==> config.mk <==
export PLATFORM = sky130hd
export DESIGN_NAME = div_unit
export DESIGN_NICKNAME = d
export VERILOG_FILES = /design/src/rtl/div_unit_pkg.sv /design/src/rtl/div_step.sv /design/src/rtl/div_unit.sv
export SDC_FILE = /design/constraint.sdc
export NUM_CORES = 1
export LEC_CHECK = 0
export ABC_AREA = 1
export BUFFER_PORTS_ARGS = -buffer_cell sky130_fd_sc_hd__buf_4
export CAP_MARGIN = 20
export CORE_MARGIN = 2
export CORE_UTILIZATION = 40
export CTS_BUF_LIST = sky130_fd_sc_hd__clkbuf_4
export DETAILED_ROUTE_END_ITERATION = 12
export SYNTH_ARGS = -nofsm -noshare
export SYNTH_HDL_FRONTEND = slang
export SYNTH_SLANG_ARGS = --single-unit
==> constraint.sdc <==
create_clock -name clk -period 4 [get_ports clk]
set_clock_uncertainty 0.15 [all_clocks]
set_input_delay 0.4 -clock clk [delete_from_list [all_inputs] [get_ports clk]]
set_output_delay 0.4 -clock clk [all_outputs]
set_load 0.01 [all_outputs]
==> src/rtl/div_unit_pkg.sv <==
// Shared CPU definitions: ALU opcodes, divide-select encoding, divider FSM
// states and the default datapath width.
package div_unit_pkg;

  localparam int DIV_WIDTH = 32;

  typedef enum logic [3:0] {
    ALU_ADD  = 4'h0,
    ALU_SUB  = 4'h1,
    ALU_AND  = 4'h2,
    ALU_OR   = 4'h3,
    ALU_XOR  = 4'h4,
    ALU_SLL  = 4'h5,
    ALU_SRL  = 4'h6,
    ALU_SRA  = 4'h7,
    ALU_SLT  = 4'h8,
    ALU_SLTU = 4'h9,
    ALU_MUL  = 4'hA,
    ALU_DIV  = 4'hB,
    ALU_DIVU = 4'hC
  } alu_op_e;

  // Value of the divider's sign input selecting each flavour.
  localparam logic DIV_SEL_DIVU = 1'b0;
  localparam logic DIV_SEL_DIV  = 1'b1;

  typedef enum logic {
    ST_IDLE = 1'b0,
    ST_RUN  = 1'b1
  } div_state_e;

endpackage

==> src/rtl/div_step.sv <==
// One restoring-division iteration: shift in the next dividend bit, trial
// subtract the divisor, keep the difference only if it did not borrow.
import div_unit_pkg::*;

module div_step #(
  parameter int WIDTH = DIV_WIDTH
) (
  input  logic [WIDTH:0]   rem_i,
  input  logic             dvd_bit_i,
  input  logic [WIDTH-1:0] dvs_i,
  output logic [WIDTH:0]   rem_o,
  output logic             q_bit_o
);

  logic [WIDTH+1:0] shifted;
  logic [WIDTH+1:0] diff;

  assign shifted = {rem_i, dvd_bit_i};
  assign diff    = shifted - {2'b00, dvs_i};
  // The borrow out of the trial subtraction decides the quotient bit.
  assign q_bit_o = ~diff[WIDTH+1];
  assign rem_o   = q_bit_o ? diff[WIDTH:0] : shifted[WIDTH:0];

endmodule

==> src/rtl/div_unit.sv <==
// Iterative WIDTH-cycle divider for DIV/DIVU; magnitudes are divided by
// div_step and signs are applied to the final quotient and remainder here.
import div_unit_pkg::*;

module div_unit #(
  parameter int WIDTH = DIV_WIDTH
) (
  input  logic             clk,
  input  logic             rst_n,
  input  logic             start,
  input  logic             sign,
  input  logic [WIDTH-1:0] dividend,
  input  logic [WIDTH-1:0] divisor,
  output logic [WIDTH-1:0] q,
  output logic [WIDTH-1:0] r,
  output logic             busy,
  output logic             done
);

  localparam int CNT_W = $clog2(WIDTH) + 1;
  localparam logic [CNT_W-1:0] LAST = CNT_W'(WIDTH - 1);

  div_state_e       state_q, state_d;
  logic [WIDTH-1:0] dvd_q, dvd_d;
  logic [WIDTH-1:0] dvs_q, dvs_d;
  logic [WIDTH:0]   rem_q, rem_d;
  logic [CNT_W-1:0] cnt_q, cnt_d;
  logic             negq_q, negq_d;
  logic             negr_q, negr_d;
  logic             dz_q, dz_d;
  logic [WIDTH-1:0] q_q, q_d;
  logic [WIDTH-1:0] r_q, r_d;
  logic             done_q, done_d;

  logic [WIDTH:0]   rem_next;
  logic             q_bit;
  logic [WIDTH-1:0] quo_next;
  logic             is_signed;

  function automatic logic [WIDTH-1:0] magnitude(input logic [WIDTH-1:0] x,
                                                 input logic             sgn);
    return (sgn && x[WIDTH-1]) ? -x : x;
  endfunction

  div_step #(.WIDTH(WIDTH)) u_step (
    .rem_i    (rem_q),
    .dvd_bit_i(dvd_q[WIDTH-1]),
    .dvs_i    (dvs_q),
    .rem_o    (rem_next),
    .q_bit_o  (q_bit)
  );

  assign is_signed = (sign == DIV_SEL_DIV);
  // Dividend register doubles as the quotient: bits shift out MSB first,
  // quotient bits shift in at the LSB.
  assign quo_next  = {dvd_q[WIDTH-2:0], q_bit};

  always_comb begin
    state_d = state_q;
    dvd_d   = dvd_q;
    dvs_d   = dvs_q;
    rem_d   = rem_q;
    cnt_d   = cnt_q;
    negq_d  = negq_q;
    negr_d  = negr_q;
    dz_d    = dz_q;
    q_d     = q_q;
    r_d     = r_q;
    done_d  = 1'b0;
    case (state_q)
      ST_IDLE: begin
        if (start) begin
          state_d = ST_RUN;
          dvd_d   = magnitude(dividend, is_signed);
          dvs_d   = magnitude(divisor, is_signed);
          rem_d   = '0;
          cnt_d   = '0;
          negq_d  = is_signed & (dividend[WIDTH-1] ^ divisor[WIDTH-1]);
          negr_d  = is_signed & dividend[WIDTH-1];
          dz_d    = (divisor == '0);
        end
      end
      ST_RUN: begin
        dvd_d = quo_next;
        rem_d = rem_next;
        cnt_d = cnt_q + CNT_W'(1);
        if (cnt_q == LAST) begin
          state_d = ST_IDLE;
          cnt_d   = '0;
          // Divide-by-zero yields all ones regardless of mode; the remainder
          // naturally comes back as the original dividend.
          q_d     = dz_q ? '1 : (negq_q ? -quo_next : quo_next);
          r_d     = negr_q ? -rem_next[WIDTH-1:0] : rem_next[WIDTH-1:0];
          done_d  = 1'b1;
        end
      end
      default: state_d = ST_IDLE;
    endcase
  end

  always_ff @(posedge clk or negedge rst_n) begin
    if (!rst_n) begin
      state_q <= ST_IDLE;
      dvd_q   <= '0;
      dvs_q   <= '0;
      rem_q   <= '0;
      cnt_q   <= '0;
      negq_q  <= 1'b0;
      negr_q  <= 1'b0;
      dz_q    <= 1'b0;
      q_q     <= '0;
      r_q     <= '0;
      done_q  <= 1'b0;
    end else begin
      state_q <= state_d;
      dvd_q   <= dvd_d;
      dvs_q   <= dvs_d;
      rem_q   <= rem_d;
      cnt_q   <= cnt_d;
      negq_q  <= negq_d;
      negr_q  <= negr_d;
      dz_q    <= dz_d;
      q_q     <= q_d;
      r_q     <= r_d;
      done_q  <= done_d;
    end
  end

  assign q    = q_q;
  assign r    = r_q;
  assign busy = (state_q == ST_RUN);
  assign done = done_q;

endmodule

==> impl_metrics.ini, run 1 <==
[power_and_ir_drop]
irDropWorstVdd_uv = 134
p_leak_nw = 7.64
power_density_nw_per_um2 = 197

[timing]
setup_viol = 0
fin_crit_sh_pct = 94.6
relSlewSlack_pct = 33.2
finalWorstPathRequiredPeriod_ns = 3.78
slew_viol_final = 0
timing_hold_violations_final = 0
worstMarginPinSlew_ns = 1.00
fmax_mhz = 264
hold_slack_ns = 0.0698

[place]
placed_cell_area_um2 = 14300
place.gp.congestion = 0.982
post-place-cells = 2364
port_buffers = 133
dp_hpwl_mm = 30.7

[final_layout]
layout.nets = 2176
design_area_um2 = 15700
syn_to_final_growth_pct = 25.4
final_cells = 2483
final_util_pct = 51.1
drive_gt1_share_pct = 18.1

[logic_synthesis]
synth.avg_cell_area_um2 = 6.88
synth_edf_count = 0
ys_warn_count = 0
synthCells = 1821
synth_simple_gate_area_share_pct = 32.6
synth-xor-area-share_pct = 6.43
ys_seq_area_share_pct = 34.3
syn-num-nets = 1927
syn_area_um2 = 12500
synthFlopType = dfrtp_1
synthAdderAreaFrac_pct = 3.85
synth_top_family_by_area = simple AND/OR/NAND/NOR gates
synth_compound_area_share_pct = 13.5
muxShareOfSynthArea_pct = 0
ys_ff_latch = 172
synth-async-reset-ratio_pct = 100
synth.distinct_cells = 46

[critical_path]
worstPathArrival_ns = 4.18
endpoint_kind = flop
startpoint_type = flop
worstPathRequired_ns = 4.39
critPathMaxFanout = 3
criticalPathCategory = flop to flop

[global_route]
antenna_found_initial = 3
grt_pass1_vias = 12300
grt_pass1_wl_mm = 66.3
grt.total_usage_pct = 25.5
grt_max_degree = 93
grt_overflow_total = 0

[clock_network]
cts_num_sinks = 172
clk_pin_slew_ns = 0.19
cts-root-buf = clkbuf_4
cts_tree = done
clock_path_buffers = 2
clock_latency_ns = 0.63
htreeDepth = 4
cts_buffers = 17

[floorplan]
core_area_um2 = 30700
die_area_um2 = 32800
fp-row-count = 64
die_w_um = 181
ios = 134
initial_core_util_pct = 40.8
die_h_um = 181

[drt]
vias = 12900
avgRoutedWirePerCell_um = 16.5
vias_per_cell = 5.18
routed_wl_mm = 40.9
firstDrtPassIters = 5
drt_iter0_drc = 1119
drc = 0
ant_nets = 0

[run_status]
status = finished clean

[worst_hold_path]
holdCritPathClass = primary input to flop

[run]
cap_violations = 0
-- sequential cells by signal (all words and copies together), names as in the netlist --
name / flops
cnt_q: 6
done: 1
negq_q: 1
busy: 1
negr_q: 1
rem_q: 33
dz_q: 1
dvd_q: 32
q: 32
dvs_q: 32
r: 32
-- cell type report --
class	instances	area, µm²
fillers	3083	15000
clock inverters	15	175
clock buffers	17	128
diodes	4	10.0
multi-input cells	1362	7380
inverters	228	856
repair buffers	289	2360
flip-flops and latches	172	4310
well taps	396	495
-- through the flow --
stage	setup TNS, ns	setup WS [ns]	power [mW]
3_3_place_gp	0	0.139	2.00
2_1_floorplan	0	0.00150	1.86
4_1_cts	0	0.0399	3.14
6_report	0	0.217	3.10
5_1_grt	-0.0325	-0.0325	3.23
3_5_place_dp	-0.0159	-0.0159	2.00
-- worst paths after layout --
check	from	endpoint	slack [ns]	cells past startpoint
max	dvs_q[21]$_DFFE_PN0P_	q[28]$_DFFE_PN0P_	0.22	24
min	dividend[10]	dvd_q[10]$_DFFE_PN0P_	0.07	4
max reg2reg	dvs_q[21]$_DFFE_PN0P_	q[28]$_DFFE_PN0P_	0.22	24
min reg2reg	r[20]$_DFFE_PN0P_	r[20]$_DFFE_PN0P_	0.35	2
max in group asynchronous	rst_n	q[21]$_DFFE_PN0P_	2.44	3
min in group asynchronous	rst_n	r[8]$_DFFE_PN0P_	0.23	2
-- report_power, final --
group          internal (mW)  switching, mW  total [mW]
Sequential              1.74              0        1.74
Clock                  0.294          0.788        1.08
Combinational          0.132          0.145       0.277
-- cells in the final DEF, fill, tap and decap left out, drive strengths merged, types with 3 or more instances in the layout --
cell type / n
nand4: 23
a22oi: 10
a21oi: 52
clkinv: 12
o21ai: 136
nor2: 177
dlygate4sd3: 69
o31ai: 3
clkbuf: 17
nand3b: 7
dfrtp: 172
o21bai: 6
or2: 4
o22ai: 34
o211ai: 4
nor3: 26
ha: 37
diode: 4
a31oi: 20
xor2: 64
inv: 231
xnor2: 28
o221ai: 22
nor4: 10
nand2: 560
buf: 220
nand3: 135
-- critical path: stages, from the launching register on --
cell and delay, ns:
dfrtp_1 0.42, inv_1 0.08, ha_1 0.30, nand2_1 0.11
nor2_2 0.06, nand2_1 0.08, nand3_2 0.10, a21oi_4 0.23
nand3_2 0.13, nand2_4 0.11, ha_4 0.13, inv_1 0.05
nor3_2 0.19, nand3_1 0.14, nor3_2 0.23, nand3_2 0.12
inv_2 0.09, nand2_2 0.06, inv_2 0.09, nand4_1 0.16
o21ai_2 0.21, o21ai_1 0.10, xor2_1 0.15, o22ai_1 0.11
inv_1 0.07
-- cells by family (layout without fill, tap and decap cells) --
kind of cell	Yosys count	in the layout
simple gates	944	944
xor+xnor	92	92
fa+ha+maj	38	38
other cells	0	4
flops	172	172
compound gates	288	288
buf+inv	287	549
-- Yosys cell counts, types with 5 or more instances --
cell      count  share of area [%]
nand2_1     523                 16
inv_1       217                6.5
dfrtp_1     172                 34
nor2_1      165                4.9
nand3_1     126                5.0
o21ai_0     120                4.8
xor2_1       64                4.5
a21oi_1      46                1.8
clkbuf_1     44                1.3
ha_1         37                3.7
o22ai_1      34                1.7
nand2_2      32                1.6
xnor2_1      28                2.0
nor3_1       26                1.0
nand4_1      23                1.1
o221ai_1     22                1.5
a31oi_1      20                1.0
o21ai_1      14               0.56
a22oi_1      10               0.60
nor4_1       10               0.50
nor2_2        9               0.45
nand3_2       8               0.64
inv_2         7               0.21
nand3b_1      7               0.42
buf_6         6               0.54
o21bai_1      6               0.36
a21oi_2       5               0.35
nand2_4       5               0.45
-- layer usage --
layer  GRT usage, %  routed length [µm]
met3           3.47                2280
met4           7.51                 881
met5              0                   0
met1           38.4               20400
met2           38.1               17300
-- repair_timing --
action / CTS / global route
pin swaps: 0 / 16
hold buffers: 69 / 0
buffers inserted: 0 / 14
hold endpoints to repair: 145 / 0
setup endpoints to repair: 1 / 6
gates cloned: 0 / 0
gates resized for setup: 1 / 48
Power figures use the tool's default switching activity.
==> run 2: changes to the inputs <==
- clock period: 4 -> 4.8 ns (I/O delays scaled with it)
==> impl_metrics.ini, run 2 (synthesis results as in run 1) <==
[run_status]
status = finished clean

[timing]
slew_viol_final = 0
setup_slack_ns = 0.529
fin_crit_sh_pct = 89.0
fmax_mhz = 234
hold_slack_ns = 0.0341
worstMarginPinSlew_ns = 1.03
fin_tns_setup_ns = 0
timing_hold_violations_final = 0
rsz0062_at_grt = no
finalWorstPathRequiredPeriod_ns = 4.27
relSlewSlack_pct = 31.4
setup_viol = 0

[power_and_ir_drop]
power_density_nw_per_um2 = 170
p_leak_nw = 7.00
irDropWorstVdd_uv = 112
design_power_total_mw = 2.43

[final_layout]
largest-register = rem_q
multiInputGateArea_um2 = 7080
fillers = 3238
layout_common_cells = 522 x nand2_1, 217 x inv_1, 172 x dfrtp_1
drive_gt1_share_pct = 13.3
largest_reg_flops = 33
layout.nets = 2054
final_util_pct = 46.4
final_cells = 2358
design_area_um2 = 14300
syn_to_final_growth_pct = 13.9
layout_commonest_cell = nand2_1
seq_area_um2 = 4300

[drt]
routed_wl_mm = 39.8
top_layer = met4
vias = 12500
wl_met2_mm = 16.9
drt_iter0_drc = 1002
vias_per_cell = 5.30
avgRoutedWirePerCell_um = 16.9
drc = 0
drt-met1-wl_mm = 19.9
wl_met3_mm = 2.36
ant_nets = 0
firstDrtPassIters = 5

[clock_network]
cts_num_sinks = 172
clock_latency_ns = 0.61
cts_tree = done
htreeDepth = 4
clock_path_buffers = 2
clk_pin_slew_ns = 0.16
cts-root-buf = clkbuf_4
cts_buffers = 17

[floorplan]
die_area_um2 = 32800
die_h_um = 181
core_area_um2 = 30700
fp-row-count = 64
ios = 134
initial_core_util_pct = 40.8
die_w_um = 181

[run]
cap_violations = 0

[critical_path]
cpPeakStageDelay_ns = 0.38
path_common_cell = inv_1
worstPathRequired_ns = 5.16
endpoint_kind = flop
worstPathArrival_ns = 4.63
worstPathCellList = inv_1 -> ha_1 -> a21oi_1 -> nand3_2 -> a21oi_4 -> nand3_2 -> nand2_4 -> ha_1 -> inv_1 -> nor3_1 -> nand3_1 -> nor3_2 -> nand3_1 -> inv_1 -> nand2_1 -> inv_1 -> nand4_1 -> o21ai_1 -> o21ai_0 -> xor2_1 -> o22ai_1 -> inv_1
criticalPathCategory = flop to flop
critPathMaxFanout = 7
slowest_stage = dfrtp_1
startpoint_type = flop

[place]
post-place-cells = 2308
place.gp.congestion = 0.968
dp_slack_ns = 0.358
port_buffers = 133
dp_hpwl_mm = 30.3
placed_cell_area_um2 = 13900

[worst_hold_path]
holdCritPathClass = primary input to flop

[global_route]
grt_pass1_wl_mm = 64.4
grt_max_degree = 101
antenna_found_initial = 1
grt_overflow_total = 0
grt_pass1_vias = 11800
grt.total_usage_pct = 24.8
## run 2: area by class of cell
| type | count | share of cell area, % |
|---|---|---|
| Tap cell | 396 | 3.47 |
| Inverter | 228 | 6.00 |
| Antenna cell | 1 | 0.0175 |
| Sequential cell | 172 | 30.2 |
| Clock buffer | 18 | 0.947 |
| Timing Repair Buffer | 167 | 9.11 |
| Clock inverter | 14 | 0.675 |
| Multi-Input combinational cell | 1362 | 49.6 |
## run 2: layer usage
layer	GRT usage (%)	vias to the layer above
met4	5.53	0
met2	37.5	420
li1	-	6183
met3	3.63	43
met5	0	-
met1	37.4	5842
## run 2: path summary, 6_finish.rpt
| check | startpoint | to | cells after the start | slack, ns |
|---|---|---|---|---|
| min reg2reg | r[17]$_DFFE_PN0P_ | r[17]$_DFFE_PN0P_ | 2 | 0.35 |
| min | divisor[0] | dvs_q[0]$_DFFE_PN0P_ | 3 | 0.03 |
| max in group asynchronous | rst_n | q[15]$_DFFE_PN0P_ | 3 | 2.90 |
| max reg2reg | dvs_q[24]$_DFFE_PN0P_ | q[28]$_DFFE_PN0P_ | 22 | 0.53 |
| min in group asynchronous | rst_n | r[6]$_DFFE_PN0P_ | 2 | 0.38 |
| max | dvs_q[24]$_DFFE_PN0P_ | q[28]$_DFFE_PN0P_ | 22 | 0.53 |
## run 2: what timing repair did
item / in CTS / in global routing
hold buffers: 17 / 0
setup endpoints to repair: 0 / 2
buffers inserted: 0 / 0
hold endpoints to repair: 115 / 0
gates resized for setup: 0 / 2
## run 2: power breakdown
group / switching, mW / internal (mW) / leakage (nW)
clock network: 0.568 / 0.210 / 0.120
logic: 0.117 / 0.0831 / 4.67
registers: 0 / 1.45 / 2.22
total: 0.685 / 1.74 / 7.00
## run 2: critical path: cells and delay by family (launching register included)
kind	cells	cell delay, ns
buf+inv	5	0.38
compound gates	5	1.10
simple gates	9	1.44
fa+ha+maj	2	0.54
flops	1	0.38
xor+xnor	1	0.16
==> run 3: changes to the inputs <==
- clock period: 4.8 -> 3.6 ns (I/O delays scaled with it)
==> impl_metrics.ini, run 3 (synthesis results as in run 1) <==
[critical_path]
startpoint = dvs_q[26]$_DFFE_PN0P_
startpoint_type = flop
crit_end = q[10]$_DFFE_PN0P_
criticalPathCategory = flop to flop
endpoint_kind = flop
worstPathArrival_ns = 4.01
r2r_cells = 27
timing.rr.start = dvs_q[26]$_DFFE_PN0P_
worstPathRequired_ns = 3.99
critPathMaxFanout = 3
r2r-end = q[10]$_DFFE_PN0P_
ff2ff_setup_slack_ns = -0.02

[floorplan]
die_w_um = 181
fp-row-count = 64
die_area_um2 = 32800
initial_core_util_pct = 40.8
core_area_um2 = 30700
die_h_um = 181
ios = 134

[clock_network]
cts_tree = done
clock_path_buffers = 2
cts_num_sinks = 172
cts-root-buf = clkbuf_4
clk_pin_slew_ns = 0.17
clock_latency_ns = 0.64
htreeDepth = 4
cts_buffers = 17

[final_layout]
largest-register = rem_q
layout_common_cells = 496 x nand2_1, 294 x buf_4, 199 x inv_1
largest_reg_flops = 33
drive_gt1_share_pct = 23.8
fillers = 3007
layout.nets = 2266
seq_area_um2 = 4300
multiInputGateArea_um2 = 7720
syn_to_final_growth_pct = 33.4
final_util_pct = 54.4
layout_commonest_cell = nand2_1

[global_route]
grt.total_usage_pct = 26.4
grt_pass1_wl_mm = 68.2
antenna_found_initial = 2
grt_overflow_total = 0
grt_max_degree = 93
grt_pass1_vias = 12600

[place]
place.gp.congestion = 0.977
dp_hpwl_mm = 32.0
port_buffers = 133
dp_slack_ns = -0.290

[worst_hold_path]
holdCritPathClass = primary input to flop
hold_depth = 5

[drt]
drt_iter0_drc = 1197
vias = 13300
firstDrtPassIters = 7
drc = 0
ant_nets = 0
routed_wl_mm = 43.3
vias_per_cell = 5.17
avgRoutedWirePerCell_um = 16.8

[run_status]
failed_checks = setup timing
status = complete, but fails checks

[timing]
timing_hold_violations_final = 0
fin_tns_setup_ns = -0.0213
setup_viol = 1
slew_viol_final = 0
fmax_mhz = 276
finalWorstPathRequiredPeriod_ns = 3.62
rsz0062_at_grt = yes
relSlewSlack_pct = 40.6
fin_crit_sh_pct = 101
worstMarginPinSlew_ns = 0.890
setup_slack_ns = -0.0213

[power_and_ir_drop]
power_density_nw_per_um2 = 202
irDropWorstVdd_uv = 164
p_leak_nw = 8.12

[run]
cap_violations = 0
-- run 3: changes by cell type in the layout (fill, tap and decap cells not counted), moves of 5 or more --
cell	before	now
inv_1	217	199
ha_1	37	12
nand3_1	126	118
inv_2	7	25
buf_6	1	6
dlygate4sd3_1	17	73
nand2_2	33	56
nand3_2	8	13
nand2_1	522	496
nor2_1	163	155
buf_4	149	294
a21oi_1	46	40
ha_4	0	24
-- run 3: metrics by stage --
| step | instance area [µm²] | hold WS [ns] | cells | total power [mW] |
|---|---|---|---|---|
| floorplan | 12500 | -0.0856 | 1821 | 2.06 |
| global placement | 14700 | 0.226 | 2416 | 2.22 |
| detailed placement | 14700 | 0.230 | 2416 | 2.22 |
| CTS | 16200 | 0.0450 | 2548 | 3.41 |
| global route | 16700 | 0.0860 | 2569 | 3.53 |
| finish | 16700 | 0.0879 | 2569 | 3.38 |
-- run 3: area by class of cell --
type                            instances  share of cell area, %
Antenna cell                            1                 0.0150
Clock buffer                           17                  0.763
Clock inverter                         14                  0.816
Inverter                              228                   5.12
Multi-Input combinational cell       1364                   46.2
Sequential cell                       172                   25.7
Tap cell                              396                   2.96
Timing Repair Buffer                  377                   18.4
-- run 3: worst min path at each step --
stage	startpoint	to	slack, ns
after floorplan	rst_n	busy$_DFF_PN0_	-0.09
after global placement	rst_n	r[4]$_DFFE_PN0P_	0.23
after detailed placement	rst_n	r[6]$_DFFE_PN0P_	0.23
after CTS	dividend[1]	dvd_q[1]$_DFFE_PN0P_	0.05
after global routing	dividend[1]	dvd_q[1]$_DFFE_PN0P_	0.09
final	dividend[1]	dvd_q[1]$_DFFE_PN0P_	0.09
-- run 3: power by group --
group / internal, mW / total, mW / switching [mW]
combinational: 0.150 / 0.313 / 0.163
clock: 0.357 / 1.13 / 0.774
sequential: 1.93 / 1.93 / 0
-- run 3: what timing repair did --
action,4_1_cts,5_1_grt
gates resized for setup,47,81
setup buffers,28,18
pin swaps,15,34
hold buffers,73,0
setup endpoints to repair,6,40
endpoints found under the hold margin,123,0
gates cloned,0,2
-- run 3: layer usage --
metal  track usage, %  wire [µm]  share of wire [%]
met5                0          0                  0
met4             7.58        889                2.1
met3             4.01       2660                6.2
met2             39.6      18700                 43
met1             39.4      21100                 49
-- run 3: worst max-delay path: stages (launching register included) --
cell and delay (ns):
dfrtp_1 0.42, inv_2 0.11, ha_4 0.22, nand2_2 0.06, nand2_2 0.05, nand2_2 0.07
nand2_2 0.06, nand2_2 0.08, nand3_4 0.08, a21oi_4 0.24, nand3_4 0.11, nand2_4 0.10
ha_4 0.13, inv_2 0.04, nor3_4 0.13, nand3_2 0.12, nor3_4 0.18, nand3_2 0.13
buf_4 0.16, buf_6 0.10, buf_4 0.12, buf_4 0.12, buf_6 0.10, buf_6 0.10
buf_6 0.10, buf_6 0.10, nand3_2 0.04, a31oi_1 0.08
